<file path="config.mk">
export PLATFORM = sky130hd
export DESIGN_NAME = shared_adder_arbiter
export DESIGN_NICKNAME = d
export VERILOG_FILES = /design/src/rtl/shared_adder_arbiter.sv
export SDC_FILE = /design/constraint.sdc
export NUM_CORES = 1
export LEC_CHECK = 0
export ABC_AREA = 1
export CORE_MARGIN = 4
export CORE_UTILIZATION = 32
export CTS_BUF_LIST = sky130_fd_sc_hd__clkbuf_16
export CTS_CLUSTER_SIZE = 24
export DETAILED_ROUTE_END_ITERATION = 7
export GPL_ROUTABILITY_DRIVEN = 0
export PLACE_DENSITY = 0.67
export SLEW_MARGIN = 20
export SYNTH_ARGS = -nofsm -noshare
export SYNTH_HDL_FRONTEND = slang
export SYNTH_SLANG_ARGS = --single-unit
</file>
<file path="constraint.sdc">
create_clock -name clk -period 5.2 [get_ports clk]
set_clock_uncertainty 0.15 [all_clocks]
set_input_delay 1.3 -clock clk [delete_from_list [all_inputs] [get_ports clk]]
set_output_delay 1.3 -clock clk [all_outputs]
set_load 0.03 [all_outputs]
</file>
<file path="src/rtl/shared_adder_arbiter.sv">
// Round-robin arbiter sharing one N-bit adder among NREQ requesters.
// Each accepted operation lands in a one-entry result slot drained by valid/ready.
module shared_adder_arbiter #(
    parameter  int N    = 8,
    parameter  int NREQ = 4,
    localparam int IDW  = (NREQ > 1) ? $clog2(NREQ) : 1
) (
    input  logic                 clk,
    input  logic                 rst,
    input  logic [NREQ-1:0]      req_valid,
    output logic [NREQ-1:0]      req_ready,
    input  logic [NREQ*N-1:0]    req_a,
    input  logic [NREQ*N-1:0]    req_b,
    output logic                 res_valid,
    input  logic                 res_ready,
    output logic [N-1:0]         res_sum,
    output logic                 res_carry,
    output logic                 res_overflow,
    output logic [IDW-1:0]       res_id
);

    localparam logic [0:0] ST_EMPTY = 1'b0;
    localparam logic [0:0] ST_FULL  = 1'b1;

    logic [0:0]      r_state;
    logic [0:0]      w_state_next;
    logic [IDW-1:0]  r_ptr;
    logic [N-1:0]    r_sum;
    logic            r_carry;
    logic            r_ovf;
    logic [IDW-1:0]  r_id;

    logic            w_free;
    logic            w_found;
    logic            w_grant;
    logic [IDW-1:0]  w_win;
    logic [IDW-1:0]  w_best;
    logic [IDW-1:0]  w_dist [NREQ];
    logic [IDW-1:0]  w_ptr_next;
    logic [N-1:0]    w_a;
    logic [N-1:0]    w_b;
    logic [N:0]      w_sum_ext;
    logic            w_ovf;

    assign w_free = (r_state == ST_EMPTY) || res_ready;

    // Distance of each requester from the priority pointer; smallest valid distance wins.
    genvar gi;
    generate
        for (gi = 0; gi < NREQ; gi++) begin : g_dist
            assign w_dist[gi] = IDW'((gi + NREQ - int'(r_ptr)) % NREQ);
        end
    endgenerate

    always_comb begin
        w_found = 1'b0;
        w_win   = '0;
        w_best  = '1;
        for (int i = 0; i < NREQ; i++) begin
            if (req_valid[i] && (!w_found || (w_dist[i] < w_best))) begin
                w_found = 1'b1;
                w_win   = IDW'(i);
                w_best  = w_dist[i];
            end
        end
    end

    // Gating with rst keeps req_ready low while the block is held in reset.
    assign w_grant = w_free && w_found && !rst;

    generate
        for (gi = 0; gi < NREQ; gi++) begin : g_ready
            assign req_ready[gi] = w_grant && (w_win == IDW'(gi));
        end
    endgenerate

    assign w_a        = req_a[w_win*N +: N];
    assign w_b        = req_b[w_win*N +: N];
    assign w_sum_ext  = {1'b0, w_a} + {1'b0, w_b};
    assign w_ovf      = (w_a[N-1] == w_b[N-1]) && (w_sum_ext[N-1] != w_a[N-1]);
    assign w_ptr_next = (w_win == IDW'(NREQ - 1)) ? '0 : w_win + 1'b1;

    always_comb begin
        w_state_next = r_state;
        case (r_state)
            ST_EMPTY: if (w_grant) w_state_next = ST_FULL;
            ST_FULL: begin
                if (res_ready) begin
                    w_state_next = w_grant ? ST_FULL : ST_EMPTY;
                end
            end
            default: w_state_next = ST_EMPTY;
        endcase
    end

    always_ff @(posedge clk or posedge rst) begin
        if (rst) begin
            r_state <= ST_EMPTY;
            r_ptr   <= '0;
            r_sum   <= '0;
            r_carry <= 1'b0;
            r_ovf   <= 1'b0;
            r_id    <= '0;
        end else begin
            r_state <= w_state_next;
            if (w_grant) begin
                r_ptr   <= w_ptr_next;
                r_sum   <= w_sum_ext[N-1:0];
                r_carry <= w_sum_ext[N];
                r_ovf   <= w_ovf;
                r_id    <= w_win;
            end
        end
    end

    assign res_valid    = (r_state == ST_FULL);
    assign res_sum      = r_sum;
    assign res_carry    = r_carry;
    assign res_overflow = r_ovf;
    assign res_id       = r_id;

endmodule

</file>
==> load_flow_metrics.sql <==
INSERT INTO impl_metrics (metric_group, metric, value, unit) VALUES
('pwr', 'power_leakage', '1.61', 'nW'),
('pwr', 'power.switching_fraction', '48.2', '%'),
('global_route', 'grt_usage', '17.7', '%'),
('worst_setup_path', 'worstSetupEndpointType', 'output port', ''),
('worst_setup_path', 'cp.required', '3750', 'ps'),
('sta', 'period_minus_slack', '5120', 'ps'),
('pwr', 'ir_drop', '0.000385', 'V'),
('sta', 'timing.max_slew.rel_slack', '64.4', '%'),
('global_route', 'maximum_number_of_pins_on_one_net_before_global_route_repair', '16', ''),
('worst_setup_path', 'critPathArrivalTime', '3670', 'ps'),
('pwr', 'report.power.total', '0.00290', 'W'),
('sta', 'max_freq', '195', 'MHz'),
('global_route', 'grt_pass1_wl', '9290', 'um'),
('routing', 'routedWlPerCell', '12.7', 'um'),
('pwr', 'seqPwrFrac', '7.4', '%'),
('clocking', 'cts_num_sinks', '15', ''),
('clocking', 'clk_path_buf_depth', '2', ''),
('sta', 'setup_viol', '0', ''),
('placed_design', 'detailedPlace.worstSlack', '-426', 'ps'),
('worst_setup_path', 'cpMaxStageDelayCell', 'ha_1', ''),
('logic_synthesis', 'post_synth_inst_count', '274', ''),
('pwr', 'p_sw', '0.00140', 'W'),
('pwr', 'pwr_density_cell', '897', 'mW/mm2'),
('pwr', 'power_frac_clock', '5.1', '%'),
('worst_setup_path', 'worst_case_register_to_register_setup_slack', '580', 'ps'),
('layout', 'final_core_utilization', '62.6', '%'),
('layout', 'fillCellCount', '451', ''),
('sta', 'hold_violations', '0', ''),
('layout', 'flow.area_growth_from_synthesis', '87.5', '%'),
('floorplan', 'num_io_pins', '88', ''),
('worst_setup_path', 'cp_slowest_stage_delay', '280', 'ps'),
('logic_synthesis', 'async_reset_ff_share', '100', '%'),
('floorplan', 'die_height', '81.5', 'um'),
('clocking', 'clock-root-buffer', 'clkbuf_16', ''),
('global_route', 'grt_pass1_vias', '2102', ''),
('sta', 'final_total_negative_setup_slack', '0', 'ps'),
('logic_synthesis', 'synth_largest_type_area_fraction', '22.6', '%'),
('clocking', 'h_tree_depth', '1', ''),
('routing', 'drt-pass1-iter-count', '5', ''),
('routing', 'route.detailed.drc', '0', ''),
('flow_run', 'max_cap_viols', '0', ''),
('routing', 'dr_wl_met3', '425', 'um'),
('routing', 'highest_layer', 'met4', ''),
('routing', 'wl_met2', '2970', 'um'),
('layout', 'antenna_cells', '0', ''),
('logic_synthesis', 'synth.top_cells.by_area', 'nand2_1 (23%), dfrtp_1 (22%), ha_1 (10%), inv_1 (7.4%), o21ai_0 (7.0%)', ''),
('floorplan', 'initial_utilization', '33.4', '%'),
('routing', 'detail_route.iter0.violations', '71', ''),
('logic_synthesis', 'cell_area_after_synthesis', '0.00173', 'mm2'),
('pwr', 'combPwrFrac', '87.6', '%'),
('sta', 'pnr_worst_setup_slack', '83.6', 'ps'),
('clocking', 'cts.hold.buffers_added', '0', ''),
('routing', 'count_of_vias_placed_by_the_detailed_router', '2168', ''),
('layout', 'post-route-cell-area', '0.00324', 'mm2'),
('layout', 'multiInputGateArea', '0.00128', 'mm2'),
('layout', 'final-seq-area', '375', 'um2'),
('placed_design', 'count_of_input_and_output_buffers', '87', ''),
('logic_synthesis', 'yosys_warnings', '0', ''),
('routing', 'drtAntennaViolNets', '0', ''),
('logic_synthesis', 'ys_ff_latch', '15', ''),
('outcome', 'outcome', 'complete, no violations', ''),
('clocking', 'tritoncts_buffer_count', '3', ''),
('worst_setup_path', 'critical_path.cell_chain', 'buf_6, inv_4, a21oi_4, a22o_1, ha_1, o21ai_1, nand2_1, nand2_2, nand2_4, nand2_2, o21ai_2, ha_1, nand2_1, nand2_1, nand2_2, nand2_4, nand2_8, buf_4, ha_2, inv_2, nor2_4, buf_6', ''),
('worst_setup_path', 'rr_endpoint', 'res_carry', ''),
('sta', 'rsz_0062_raised_after_global_routing', 'true', ''),
('floorplan', 'core_area', '0.00517', 'mm2'),
('worst_setup_path', 'setup.worst_path.start_class', 'input pin', ''),
('clocking', 'clkSlewWorstSetupHoldPaths', '50', 'ps'),
('logic_synthesis', 'synth_fp_nets', '360', ''),
('logic_synthesis', 'post-synth-top-area-cell', 'nand2_1', ''),
('logic_synthesis', 'synth.avg_cell_area', '6.30', 'um2');
==> worst max path at each step <==
stage / end / slack (ps) / start / cells after the start
after CTS: req_ready[3] / 20 / req_valid[0] / 21
final: req_ready[2] / 80 / req_valid[1] / 22
after global placement: res_carry / -240 / req_valid[0] / 32
after detailed placement: res_carry / -430 / req_valid[0] / 31
after global routing: res_carry / -70 / req_valid[1] / 35
after floorplan: req_ready[0] / -10 / req_valid[1] / 22
==> state kept, by name, summed over array words and instances, names as in the netlist <==
register      count
res_sum           8
r_ptr             2
res_id            2
res_carry         1
res_overflow      1
res_valid         1
==> Yosys cell counts (3+ instances only) <==
master,count
nand2_2,4
inv_1,34
nand3_1,5
a21oi_1,17
buf_6,3
nor2_1,13
dfrtp_1,15
nand2_1,104
nand2_4,6
ha_1,14
o21ai_0,24
buf_2,3
nor3_1,3
==> stage by stage <==
step | cells | hold WS (ps)
after detailed placement | 453 | 315
after floorplan | 274 | 396
after CTS | 466 | 329
final | 472 | 323
after global placement | 453 | 313
after global routing | 472 | 360
==> cell type report <==
| type | instances | share of cell area (%) |
|---|---|---|
| multi-input cells | 213 | 39.4 |
| repair buffers | 133 | 39.2 |
| flip-flops and latches | 15 | 11.6 |
| inverters | 37 | 4.60 |
| well taps | 70 | 2.71 |
| clock buffers | 3 | 2.32 |
| clock inverters | 1 | 0.155 |
==> layer usage <==
| metal | GRT usage [%] | vias up |
|---|---|---|
| li1 | - | 1127 |
| met1 | 22.2 | 946 |
| met2 | 31.8 | 83 |
| met3 | 2.85 | 12 |
| met4 | 3.55 | 0 |
| met5 | 0 | - |
==> critical path, delay by kind of cell <==
family	cells	cell delay (ps)
buf+inv	5	450
compound gates	4	360
simple gates	10	810
fa+ha+maj	3	720
==> cells in the final DEF (no fill, tap or decap), types with 3 or more instances in the layout <==
cell             synthesis  final
nand2_2                  4     10
nand2_1                104     98
buf_4                    1     41
nand3_1                  5      4
nor2_2                   0      3
inv_1                   34     27
o21ai_1                  1      3
buf_6                    3      8
nor2_1                  13      9
clkdlybuf4s50_1          0     81
clkbuf_16                0      4
inv_2                    2      8
dfrtp_1                 15     15
a21oi_1                 17     15
o21ai_0                 24     21
ha_4                     0      3
ha_1                    14     10
nand2_4                  6      4
==> cell families (layout without fill, tap and decap cells) <==
kind of cell | count (synthesis) | count (layout) | share of synthesized area, %
and+or+nand+nor | 140 | 140 | 35.2
AOI/OAI and AO/OA | 55 | 55 | 18.3
buffers and inverters | 46 | 174 | 11.9
adders and majority gates | 15 | 15 | 11.3
DFF | 15 | 15 | 21.7
xor gates and xnor gates | 3 | 3 | 1.52
==> power by group through the flow <==
stage               Clock, W  Combinational [W]  Sequential, W
finish              0.000148            0.00254       0.000213
global route        0.000154            0.00285       0.000219
CTS                 0.000149            0.00231       0.000213
detailed placement         0            0.00218       0.000214
global placement           0            0.00213       0.000213
floorplan                  0            0.00127       0.000299
==> what timing repair did <==
action                     CTS  global route
hold endpoints to repair     0             0
setup endpoints to repair    7            10
setup buffers                9             6
cloned                       0             1
pin swaps                   12            24
resized for setup           22            33
No activity file was read; power rests on OpenSTA's default activity.
